### config.mk
export PLATFORM = sky130hd
export DESIGN_NAME = prog_sequencer
export DESIGN_NICKNAME = d
export VERILOG_FILES = /design/src/rtl/prog_sequencer_pkg.sv /design/src/rtl/prog_sequencer_next_addr_gen.sv /design/src/rtl/prog_sequencer.sv
export SDC_FILE = /design/constraint.sdc
export NUM_CORES = 1
export LEC_CHECK = 0
export BUFFER_PORTS_ARGS = -buffer_cell sky130_fd_sc_hd__buf_2
export CAP_MARGIN = 20
export CORE_UTILIZATION = 42
export CTS_CLUSTER_DIAMETER = 120
export DETAILED_ROUTE_END_ITERATION = 8
export PLACE_DENSITY_LB_ADDON = 0.1
export REMOVE_ABC_BUFFERS = 1
export SLEW_MARGIN = 20
export SYNTH_ARGS = -nofsm -noshare
export SYNTH_HDL_FRONTEND = slang
export SYNTH_SLANG_ARGS = --single-unit
### constraint.sdc
create_clock -name clk -period 1.5 [get_ports clk]
set_input_delay 0.3 -clock clk [delete_from_list [all_inputs] [get_ports clk]]
set_output_delay 0.3 -clock clk [all_outputs]
set_load 0.03 [all_outputs]
### src/rtl/prog_sequencer_pkg.sv
// Shared definitions for the program-flow controller: flow-control opcodes
// (also consumed by the ICU, which treats them as datapath NOPs) and sequencer states.
package prog_sequencer_pkg;

  localparam logic [3:0] OP_JMP = 4'hC;
  localparam logic [3:0] OP_JSR = 4'hD;
  localparam logic [3:0] OP_RTN = 4'hE;
  localparam logic [3:0] OP_SKZ = 4'hF;

  typedef enum logic [1:0] {
    ST_IDLE = 2'd0,
    ST_RUN  = 2'd1,
    ST_STEP = 2'd2
  } seq_state_e;

endpackage

### src/rtl/prog_sequencer_next_addr_gen.sv
// Combinational next-address, skip and return-register logic for the sequencer.
// Nothing changes unless the sequencer is in an active (RUN/STEP) cycle.
module next_addr_gen
  import prog_sequencer_pkg::*;
#(
  parameter int AW = 2
) (
  input  logic          active,
  input  logic [AW-1:0] addr,
  input  logic [AW-1:0] ret,
  input  logic          ret_valid,
  input  logic          skip_pending,
  input  logic [7:0]    instruction,
  input  logic          result,
  output logic [AW-1:0] addr_nxt,
  output logic [AW-1:0] ret_nxt,
  output logic          ret_valid_nxt,
  output logic          skip_nxt,
  output logic          exec_en
);

  logic [AW-1:0] addr_inc;
  logic [AW-1:0] target;
  logic          unused_instr;

  assign addr_inc     = addr + AW'(1);
  assign target       = instruction[AW-1:0];
  assign exec_en      = active & ~skip_pending;
  assign unused_instr = ^instruction;

  always_comb begin
    addr_nxt      = addr;
    ret_nxt       = ret;
    ret_valid_nxt = ret_valid;
    skip_nxt      = skip_pending;
    if (active) begin
      // A skipped slot only advances; its opcode, even a flow opcode, is discarded.
      if (skip_pending) begin
        addr_nxt = addr_inc;
        skip_nxt = 1'b0;
      end else begin
        case (instruction[7:4])
          OP_JMP: addr_nxt = target;
          OP_JSR: begin
            ret_nxt       = addr_inc;
            ret_valid_nxt = 1'b1;
            addr_nxt      = target;
          end
          OP_RTN: begin
            if (ret_valid) begin
              addr_nxt      = ret;
              ret_valid_nxt = 1'b0;
            end else begin
              addr_nxt = addr_inc;
            end
          end
          OP_SKZ: begin
            addr_nxt = addr_inc;
            skip_nxt = ~result;
          end
          default: addr_nxt = addr_inc;
        endcase
      end
    end
  end

endmodule

### src/rtl/prog_sequencer.sv
// Program-flow controller: run/halt/single-step FSM driving the ROM address and
// the ICU execute enable, with jump, one-level call/return and skip-if-zero.
module prog_sequencer
  import prog_sequencer_pkg::*;
#(
  parameter int AW = 2
) (
  input  logic          clk,
  input  logic          rst,
  input  logic          run,
  input  logic          step,
  input  logic          halt_req,
  input  logic [7:0]    instruction,
  input  logic          result,
  output logic [AW-1:0] addr,
  output logic          exec_en,
  output logic          halted
);

  seq_state_e    state, state_nxt;
  logic [AW-1:0] ret, addr_nxt, ret_nxt;
  logic          ret_valid, ret_valid_nxt;
  logic          skip_pending, skip_nxt;
  logic          active;

  assign active = (state == ST_RUN) || (state == ST_STEP);
  assign halted = (state == ST_IDLE);

  next_addr_gen #(.AW(AW)) u_next_addr_gen (
    .active        (active),
    .addr          (addr),
    .ret           (ret),
    .ret_valid     (ret_valid),
    .skip_pending  (skip_pending),
    .instruction   (instruction),
    .result        (result),
    .addr_nxt      (addr_nxt),
    .ret_nxt       (ret_nxt),
    .ret_valid_nxt (ret_valid_nxt),
    .skip_nxt      (skip_nxt),
    .exec_en       (exec_en)
  );

  // halt_req has priority over run, run over step; step only matters from IDLE.
  always_comb begin
    state_nxt = state;
    case (state)
      ST_IDLE: begin
        if (halt_req)  state_nxt = ST_IDLE;
        else if (run)  state_nxt = ST_RUN;
        else if (step) state_nxt = ST_STEP;
      end
      ST_RUN:  if (halt_req || !run) state_nxt = ST_IDLE;
      ST_STEP: state_nxt = ST_IDLE;
      default: state_nxt = ST_IDLE;
    endcase
  end

  always_ff @(posedge clk or posedge rst) begin
    if (rst) begin
      state        <= ST_IDLE;
      addr         <= '0;
      ret          <= '0;
      ret_valid    <= 1'b0;
      skip_pending <= 1'b0;
    end else begin
      state        <= state_nxt;
      addr         <= addr_nxt;
      ret          <= ret_nxt;
      ret_valid    <= ret_valid_nxt;
      skip_pending <= skip_nxt;
    end
  end

endmodule

==> metrics.md <==
| Metric | Value |
|---|---|
| Largest net degree at the start of global routing | 10 |
| CTS HTree Levels | 1 |
| Worst-path fanout max | 2 |
| Combinational power share | 46.8% |
| DRT iter0 DRCs | 13 |
| Met2 Resource Use GR | 32.2% |
| Area delta synth->final | 39.0% |
| Count of unique library cells instantiated by Yosys | 29 |
| Total wire length | 1.32 mm |
| Min-delay src | halt_req |
| Die height | 38.4 µm |
| Final setup fails | 3 |
| Hold WS | 0.218 ns |
| Number of CTS-inserted buffers | 3 |
| Startpoint types | flop |
| RR Endpoint | ret[1] |
| Multi-input gate area | 339 µm² |
| Psw | 0.360 mW |
| Power share of the sequential group | 35.2% |
| Row cnt | 12 |
| Power per cell area | 1210 nW/µm² |
| Required @ worst endpoint | 1.20 ns |
| Via count | 516 |
| Switching share of power | 38.5% |
| Final Util | 65.9% |
| Worst setup path class | flop to output pin |
| Drt first pass iters | 4 |
| # fillers | 95 |
| Type of the worst min-delay path | input port to flop |
| Met3 GRT Util | 3.49% |
| Failing checks | setup timing |
| Reg2reg setup slack | -0.06 ns |
| Netlist Area Pre-Place | 556 µm² |
| Period utilization | 106% |
| Nets | 101 |
| CTS Sinks | 8 |
| Seq/Total Area, Yosys | 36.0% |
| GR Overflow Total | 0 |
| Max frequency | 628 MHz |
| Syn Area/Cell | 9.92 µm² |
| Final setup skew | 0.000367 ns |
| Clock tree root buffer cell | clkbuf_4 |
| Worst setup EP type | output pin |
| Clk_lat worst skew | 0.26 ns |
| Die X-Extent | 38.4 µm |
| Post-detail-place hpwl | 813 µm |
| Synth area leader | dfrtp_1 |
| Global-route wire length before repair | 1.88 mm |
| Worst slew margin | 78.7% |
| Clk pin slew, worst setup/hold paths | 0.05 ns |
| Synth top area share | 36.0% |
| Initial antenna violation count | 0 |
| Overall global routing resource usage | 19.3% |
| Worst Hold Endpoint | state[1] |
| Final hold viol count | 0 |
| Yosys reg bits | 8 |
| Met1 usage | 23.3% |
| CTS tree | yes |
| Busiest grt layer | met2 |
| Die area | 1470 µm² |
| Ports | 18 |
| RSZ-0062 raised after global routing | true |
| YS warnings | 0 |
| Buffer depth of the longest clock path | 2 |
| Number of routed nets with antenna violations | 0 |
| Worst r2r src | state[1] |
| Worst VDD drop | 0.666 mV |
| Status | complete, but fails checks |
| Internal power | 0.575 mW |
| Core outline area | 1170 µm² |
| R2R cell count | 5 |
| Final min period | 1.59 ns |
| Clock share of power | 18.0% |
| Mapped Cells | 56 |
| Register area | 200 µm² |
| CP arrival | 1.29 ns |
| Port buffer count | 15 |
| Layout cells sized above 1 | 48.2% |
| Worst slew pin tran | 0.319 ns |
| Leak | 0.367 nW |
| Final weighted congestion in routability-driven placement | 0.672 |
| Setup ws final | -0.0927 ns |
| DR vias/cell | 5.32 |
| Initial core utilization | 47.4% |
| Hold depth | 2 |
| Antenna cell count | 0 |
| Max cap viols | 0 |
| Synth top area cells | dfrtp_1, ha_1, nor2b_1 |
| Pins Over Slew Limit | 0 |
| WL/cell | 13.6 µm |
| Vias in the first global route | 452 |
| Drt drc | 0 |
[sequential cells by signal, summed over array words and instances, names as in the netlist]
signal,count
addr,2
ret,2
ret_valid,1
skip_pending,1
state,2
[power groups by stage]
stage / registers (mW) / logic, mW / clock network [mW]
floorplan: 0.369 / 0.195 / 0
detailed placement: 0.325 / 0.341 / 0
finish: 0.329 / 0.437 / 0.168
global placement: 0.325 / 0.337 / 0
global route: 0.333 / 0.469 / 0.182
CTS: 0.323 / 0.386 / 0.171
[repair_timing]
item | 4_1_cts | 5_1_grt
setup buffers | 3 | 4
pin swaps | 1 | 3
hold buffers | 1 | 0
endpoints found under the hold margin | 8 | 0
endpoints found under the setup margin | 3 | 5
gates resized for setup | 7 | 4
cloned | 0 | 0
[cells in the final DEF, fill, tap and decap left out, types with 2 or more instances in the layout]
cell / n
inv_1: 3
clkbuf_4: 3
a21oi_1: 2
buf_2: 14
o21ai_0: 4
buf_6: 3
buf_4: 8
or2_2: 2
nand4bb_1: 2
nor2b_1: 3
dfrtp_1: 8
inv_2: 2
nand2_1: 3
and3b_2: 2
mux2_4: 2
a22oi_1: 2
[synthesized netlist by cell type]
cell       instances
and3b_2            2
and2_1             1
inv_1              5
nor2_1             1
nand4b_1           1
nand3_1            1
dfrtp_1            8
o211ai_2           1
buf_6              1
o221ai_1           1
nand2_1            3
or3b_1             1
o21ai_0            5
and3b_1            1
ha_1               2
nand3b_1           1
nand2b_1           1
clkbuf_8           1
mux2_2             2
mux2i_1            1
nand4bb_1          2
xor2_1             1
nor3b_2            1
nor2b_1            4
or2_2              2
a21oi_1            2
a31oi_1            1
a22oi_1            2
a311oi_1           1
[stage by stage]
step           std cells  setup slack (ns)  area, µm²  setup TNS, ns  power (mW)
6_report              97           -0.0927        772         -0.198       0.934
5_1_grt               97            -0.140        772         -0.470       0.983
4_1_cts               93            -0.106        727         -0.229       0.880
3_5_place_dp          86           -0.0738        646         -0.141       0.666
3_3_place_gp          86           -0.0836        646         -0.160       0.662
2_1_floorplan         54            -0.132        531         -0.335       0.564
[final cells by class]
cell class	count	area share, %
well taps	14	2.27
flip-flops and latches	8	25.9
clock buffers	3	2.92
repair buffers	26	22.5
multi-input cells	41	43.9
inverters	5	2.43
[metal layers]
layer | wire [µm] | share of wire, % | vias up
met5 | 0 | 0 | -
met4 | 17 | 1.3 | 0
met3 | 44 | 3.3 | 4
met2 | 677 | 51 | 17
met1 | 581 | 44 | 235
li1 | - | - | 260
[how the worst max path moves through the flow]
stage                         from       to  slack, ns
final                     state[1]  exec_en      -0.09
after global routing      state[1]  exec_en      -0.14
after CTS                 state[0]  exec_en      -0.11
after detailed placement  state[1]   ret[1]      -0.07
after global placement    state[1]   ret[1]      -0.08
after floorplan           state[0]   ret[0]      -0.13
[critical path: stages (launching register included)]
cell	delay, ns
dfrtp_1	0.35
inv_2	0.06
ha_4	0.26
buf_6	0.09
nor2b_4	0.14
buf_6	0.14
[cell families after synthesis]
logic type,count (synthesis),synth area share [%]
buffers and inverters,7,7.88
adders and majority gates,2,4.50
DFF,8,36.0
xor gates and xnor gates,1,1.58
AOI/OAI and AO/OA,13,15.5
muxes,3,5.86
and+or+nand+nor,22,28.6
Power figures use the tool's default switching activity.
